### src/rtl/ir_tx_nec.sv
// ir_tx_nec: NEC-format infrared transmitter.
//
// Accepts one 32-bit frame, or one repeat request, on a valid/ready
// handshake. Drives a carrier-modulated IR line: idle high, carrier marks are
// low pulses. bits [7:0] of tx_data go out first, LSB first.
//
// Ports:
//   clk         in   clock (25 MHz nominal)
//   rst_n       in   asynchronous active-low reset
//   tx_data     in   32-bit frame payload, sampled at accept
//   tx_repeat   in   1 = send a repeat code (tx_data ignored), sampled at accept
//   tx_valid    in   request
//   tx_ready    out  high only in IDLE
//   busy        out  high in every state except IDLE
//   done        out  one-cycle pulse after the stop mark ends
//   ir_sd_o     out  registered modulated IR line, idle 1
//   o_dbg_state out  current FSM state (debug)
//
// Handshake: a request is accepted on a rising edge where tx_valid and
// tx_ready are both high. tx_valid seen while tx_ready is low is ignored, with
// no queuing, so the requester holds tx_valid until it is accepted.
module ir_tx_nec #(
  parameter int unsigned UNIT_CYC    = 14063,
  parameter int unsigned CARRIER_DIV = 658,
  parameter int unsigned CARRIER_LO  = 219,
  parameter int unsigned FRAME_UNITS = 192
) (
  input  logic        clk,
  input  logic        rst_n,
  input  logic [31:0] tx_data,
  input  logic        tx_repeat,
  input  logic        tx_valid,
  output logic        tx_ready,
  output logic        busy,
  output logic        done,
  output logic        ir_sd_o,
  output logic [2:0]  o_dbg_state
);

  typedef enum logic [2:0] {
    S_IDLE       = 3'd0,
    S_LEAD_MARK  = 3'd1,
    S_LEAD_SPACE = 3'd2,
    S_BIT_MARK   = 3'd3,
    S_BIT_SPACE  = 3'd4,
    S_STOP_MARK  = 3'd5,
    S_GAP        = 3'd6
  } state_t;

  localparam int UW = (UNIT_CYC > 1) ? $clog2(UNIT_CYC) : 1;
  localparam int CW = (CARRIER_DIV > 1) ? $clog2(CARRIER_DIV) : 1;
  localparam int FW = $clog2(FRAME_UNITS + 1);

  localparam logic [UW-1:0] UNIT_LAST  = UW'(UNIT_CYC - 1);
  localparam logic [CW-1:0] CAR_LAST   = CW'(CARRIER_DIV - 1);
  localparam logic [CW-1:0] CAR_LO     = CW'(CARRIER_LO);
  localparam logic [FW-1:0] FRAME_END  = FW'(FRAME_UNITS);
  localparam logic [FW-1:0] FRAME_LAST = FW'(FRAME_UNITS - 1);

  state_t        r_state;
  logic [UW-1:0] r_unit_cnt;
  logic [CW-1:0] r_car_cnt;
  logic [FW-1:0] r_frame_cnt;
  logic [4:0]    r_ph_cnt;
  logic [4:0]    r_bit_idx;
  logic [31:0]   r_shreg;
  logic          r_repeat;
  logic          r_done;
  logic          r_ir;

  logic       w_unit_tick;
  logic [4:0] w_ph_last;
  logic       w_ph_end;
  logic       w_mark;
  logic       w_frame_over;

  assign w_unit_tick = (r_state != S_IDLE) && (r_unit_cnt == UNIT_LAST);
  assign w_mark      = (r_state == S_LEAD_MARK) || (r_state == S_BIT_MARK) ||
                       (r_state == S_STOP_MARK);

  // Phase length in units, minus one, for the current state.
  always_comb begin
    w_ph_last = 5'd0;
    case (r_state)
      S_LEAD_MARK:  w_ph_last = 5'd15;
      S_LEAD_SPACE: w_ph_last = r_repeat ? 5'd3 : 5'd7;
      S_BIT_SPACE:  w_ph_last = r_shreg[0] ? 5'd2 : 5'd0;
      default:      w_ph_last = 5'd0;
    endcase
  end

  assign w_ph_end = w_unit_tick && (r_ph_cnt == w_ph_last);

  // GAP ends on the tick that brings the frame counter to FRAME_UNITS; the
  // saturated compare covers a frame longer than FRAME_UNITS.
  assign w_frame_over = (r_frame_cnt >= FRAME_END) ||
                        (w_unit_tick && (r_frame_cnt == FRAME_LAST));

  always_ff @(posedge clk or negedge rst_n) begin
    if (!rst_n) begin
      r_state     <= S_IDLE;
      r_unit_cnt  <= '0;
      r_car_cnt   <= '0;
      r_frame_cnt <= '0;
      r_ph_cnt    <= '0;
      r_bit_idx   <= '0;
      r_shreg     <= '0;
      r_repeat    <= 1'b0;
      r_done      <= 1'b0;
      r_ir        <= 1'b1;
    end else begin
      r_done <= 1'b0;
      // Output register: one clock behind the state/carrier it reflects.
      r_ir   <= ~(w_mark && (r_car_cnt < CAR_LO));

      if (r_state != S_IDLE) begin
        r_unit_cnt <= w_unit_tick ? '0 : r_unit_cnt + 1'b1;
        r_car_cnt  <= (r_car_cnt == CAR_LAST) ? '0 : r_car_cnt + 1'b1;
        if (w_unit_tick) begin
          r_ph_cnt <= w_ph_end ? '0 : r_ph_cnt + 1'b1;
          if (r_frame_cnt < FRAME_END)
            r_frame_cnt <= r_frame_cnt + 1'b1;
        end
      end

      case (r_state)
        S_IDLE: begin
          if (tx_valid) begin
            r_shreg     <= tx_data;
            r_repeat    <= tx_repeat;
            r_bit_idx   <= '0;
            r_unit_cnt  <= '0;
            r_frame_cnt <= '0;
            r_ph_cnt    <= '0;
            r_car_cnt   <= '0;
            r_state     <= S_LEAD_MARK;
          end
        end
        S_LEAD_MARK: begin
          if (w_ph_end) r_state <= S_LEAD_SPACE;
        end
        S_LEAD_SPACE: begin
          if (w_ph_end) begin
            r_car_cnt <= '0;
            r_state   <= r_repeat ? S_STOP_MARK : S_BIT_MARK;
          end
        end
        S_BIT_MARK: begin
          if (w_ph_end) r_state <= S_BIT_SPACE;
        end
        S_BIT_SPACE: begin
          if (w_ph_end) begin
            r_shreg   <= r_shreg >> 1;
            r_bit_idx <= r_bit_idx + 1'b1;
            r_car_cnt <= '0;
            r_state   <= (r_bit_idx == 5'd31) ? S_STOP_MARK : S_BIT_MARK;
          end
        end
        S_STOP_MARK: begin
          if (w_ph_end) begin
            r_done  <= 1'b1;
            r_state <= S_GAP;
          end
        end
        S_GAP: begin
          if (w_frame_over) r_state <= S_IDLE;
        end
        default: r_state <= S_IDLE;
      endcase
    end
  end

  assign tx_ready    = (r_state == S_IDLE);
  assign busy        = (r_state != S_IDLE);
  assign done        = r_done;
  assign ir_sd_o     = r_ir;
  assign o_dbg_state = r_state;

endmodule

### config.mk
export PLATFORM = sky130hd
export DESIGN_NAME = ir_tx_nec
export DESIGN_NICKNAME = d
export VERILOG_FILES = /design/src/rtl/ir_tx_nec.sv
export SDC_FILE = /design/constraint.sdc
export NUM_CORES = 1
export LEC_CHECK = 0
export CORE_UTILIZATION = 25
export DETAILED_ROUTE_END_ITERATION = 12
export PLACE_DENSITY_LB_ADDON = 0.12
export SKIP_LAST_GASP = 1
export SLEW_MARGIN = 25
export SYNTH_ARGS = -nofsm -noshare
export SYNTH_HDL_FRONTEND = slang
export SYNTH_SLANG_ARGS = --single-unit
### constraint.sdc
create_clock -name clk -period 3.6 [get_ports clk]
set_input_delay 0.36 -clock clk [delete_from_list [all_inputs] [get_ports clk]]
set_output_delay 0.36 -clock clk [all_outputs]
set_load 0.005 [all_outputs]
==> metrics <==
Crit path max-delay family buffers and inverters; synthesized net count around 460; Sink Count 80; Slew HR just over 40%; fin crit period 2.84 ns; first-pass GRT wire length 17,200 microns; clock network latency to the later pin of the worst-skew pair 0.34 ns; TritonCTS clock tree built; postcts setup bufs 0; Core Util, Final a little under a third; worst-path maximum fanout 23; post-detailed-route via-to-cell ratio 4.75; post-synthesis cell type count 63; commonest non-fill, non-tap cell in the layout dfrtp_1; Placer Congestion roughly 0.74; Non-Filler Instances 678; busiest grt layer met2; post-placement worst setup slack 0.766 ns; initial core utilization 25.9%; Synth Flop Type dfrtp_1; dpl hpwl 6550 microns; Inserted Clock Buffers 9; Setup CP Type reg2out; Yosys top cell by area dfrtp_1; H-tree levels 3; Cell Area, Synth around 0.0043 sq mm; wire per inst 14.7 microns; Core Box Area 0.0168 sq mm; global-route met1 utilization between 10% and 20%; setup slack after layout 0.763 ns; top-area cell type share of the netlist area 45.5%; Placed Cells ~660; register area share after synthesis between 40% and 50%; Slew Viols, Final 0; row count 47; Setup Viol. Count Final 0; initial antenna violation count 0; clock buffer depth 2; clk slew on worst S/H paths 0.06 ns; Max Clock Freq 352 MHz; drt initial violations 223; gr usage total 12.3%; max-cap viol count 0; DRT Pass-1 Iters 5; Async S/R FF share, synth 100%; CTS resizes 0; ant diodes 0; RSZ-0062 raised after global routing false; remaining antenna violation count 0; synthesized area per cell between 10 and 15 sq um; I/O pin count 43; slowest CP cell or3_1; drt drc 0; DIE AREA 0.0179 sq mm; flops & latches, synth 80; Max IR drop VDD about 0.3 mV; Min-Delay Path Class in2async; final worst path period share 78.8%; Die Y 134 microns; Syn. warnings 0; # nets final roughly 500; CP bufs+invs 3; GR Layer Usage met2 18.6%; grt met3 use 3.29%; maximum number of pins on one net before global-route repair 81; Layout area overhead 20.6%; Worst Setup End Kind output port; slew at the pin with the worst max-slew slack 0.883 ns; vias in the first global route 3,296; commonest non-fill, non-tap cells in the layout dfrtp_1, nor2_1, clkdlybuf4s50_1, nand2_1, nand2b_1; Synth Instances between 400 and 500; Final Hold Fails 0; top cells by area, synth dfrtp_1, o221a_1, nand2b_1; via count between 3,000 and 4,000; grt ovf 0; WP data arrival around 2.5 ns; number of synthesized flops with an enable pin 0; CP cell instances or3_1 -> inv_2 -> buf_4 -> clkdlybuf4s50_1; setup_tns 0 ns; PD cells ~370 mW/mm^2; share of layout cells above drive strength 1 under 10%; crit start category register; Max Clock Skew 0.00712 ns; IO buf count 42; cts hold-fix bufs 0; slowest stage delay, CP 0.66 ns; status complete, no violations; chip width 134 microns; root buffer selected by CTS clkbuf_16; P_leak 2.09 nW; total wire length approximately 10000 microns; worst endpoint required time ~3.2 ns
sequential cells by signal (all words and copies together) (netlist names):
name	count
done	1
ir_sd_o	1
o_dbg_state	3
r_bit_idx	5
r_car_cnt	10
r_frame_cnt	8
r_ph_cnt	5
r_repeat	1
r_shreg	32
r_unit_cnt	14
layer usage:
metal | vias to the layer above | routed length, microns | part of all wire (%)
met3 | 8 | 323 | 3.2
met5 | - | 0 | 0
met4 | 0 | 146 | 1.5
met1 | 1551 | 5110 | 51
met2 | 60 | 4420 | 44
li1 | 1601 | - | -
through the flow:
stage / instance area (sq um) / hold WS (ns) / power, W
after CTS: 5240 / 0.0972 / 0.00199
after global placement: 4910 / 0.462 / 0.000977
after global routing: 5240 / 0.129 / 0.00202
after floorplan: 4340 / 0.0644 / 0.000921
after detailed placement: 4910 / 0.470 / 0.000977
final: 5240 / 0.0160 / 0.00195
Yosys cell counts, drive strengths merged, types with 4 or more instances:
library cell / count
nor2: 44
inv: 10
mux2i: 7
ha: 8
o21ai: 5
nor4: 9
nand4: 12
o31ai: 4
buf: 17
nor3: 7
a21oi: 5
xor2: 15
o221a: 31
dfrtp: 79
nand2b: 34
and3: 9
xnor2: 13
clkbuf: 7
nand2: 36
nand3: 19
cell type report:
cell class / instances / area [sq um]
fillers: 1740 / 11500
multi-input cells: 305 / 2140
flip-flops and latches: 80 / 2000
inverters: 10 / 37.5
clock inverters: 5 / 80.1
repair buffers: 47 / 459
clock buffers: 11 / 243
well taps: 220 / 275
kinds of logic after synthesis:
family	after synthesis	share of synthesized area (%)
flip-flops	80	46.1
AO/OA/AOI/OAI	67	14.5
adder cells (fa/ha/maj)	8	2.30
AND/OR/NAND/NOR	195	25.2
buffers and inverters	34	4.64
multiplexers	7	1.61
XOR/XNOR	28	5.65
worst paths after layout:
check,end,startpoint,slack (ns),cells after the start
min in group clk,r_frame_cnt[5],r_frame_cnt[5],0.47,1
max in group asynchronous,r_shreg[14],rst_n,2.99,1
min,r_car_cnt[5],rst_n,0.02,1
max reg2reg,r_shreg[10],o_dbg_state[0],0.80,5
min reg2reg,r_frame_cnt[5],r_frame_cnt[5],0.47,1
max,tx_ready,o_dbg_state[0],0.76,4
report_power, final:
group	total (W)	switching, W	internal [W]
Sequential	0.000899	0	0.000899
Clock	0.000996	0.000371	0.000625
Combinational	0.0000592	0.0000217	0.0000375
Note: power is estimated with default switching activity, not from simulation.
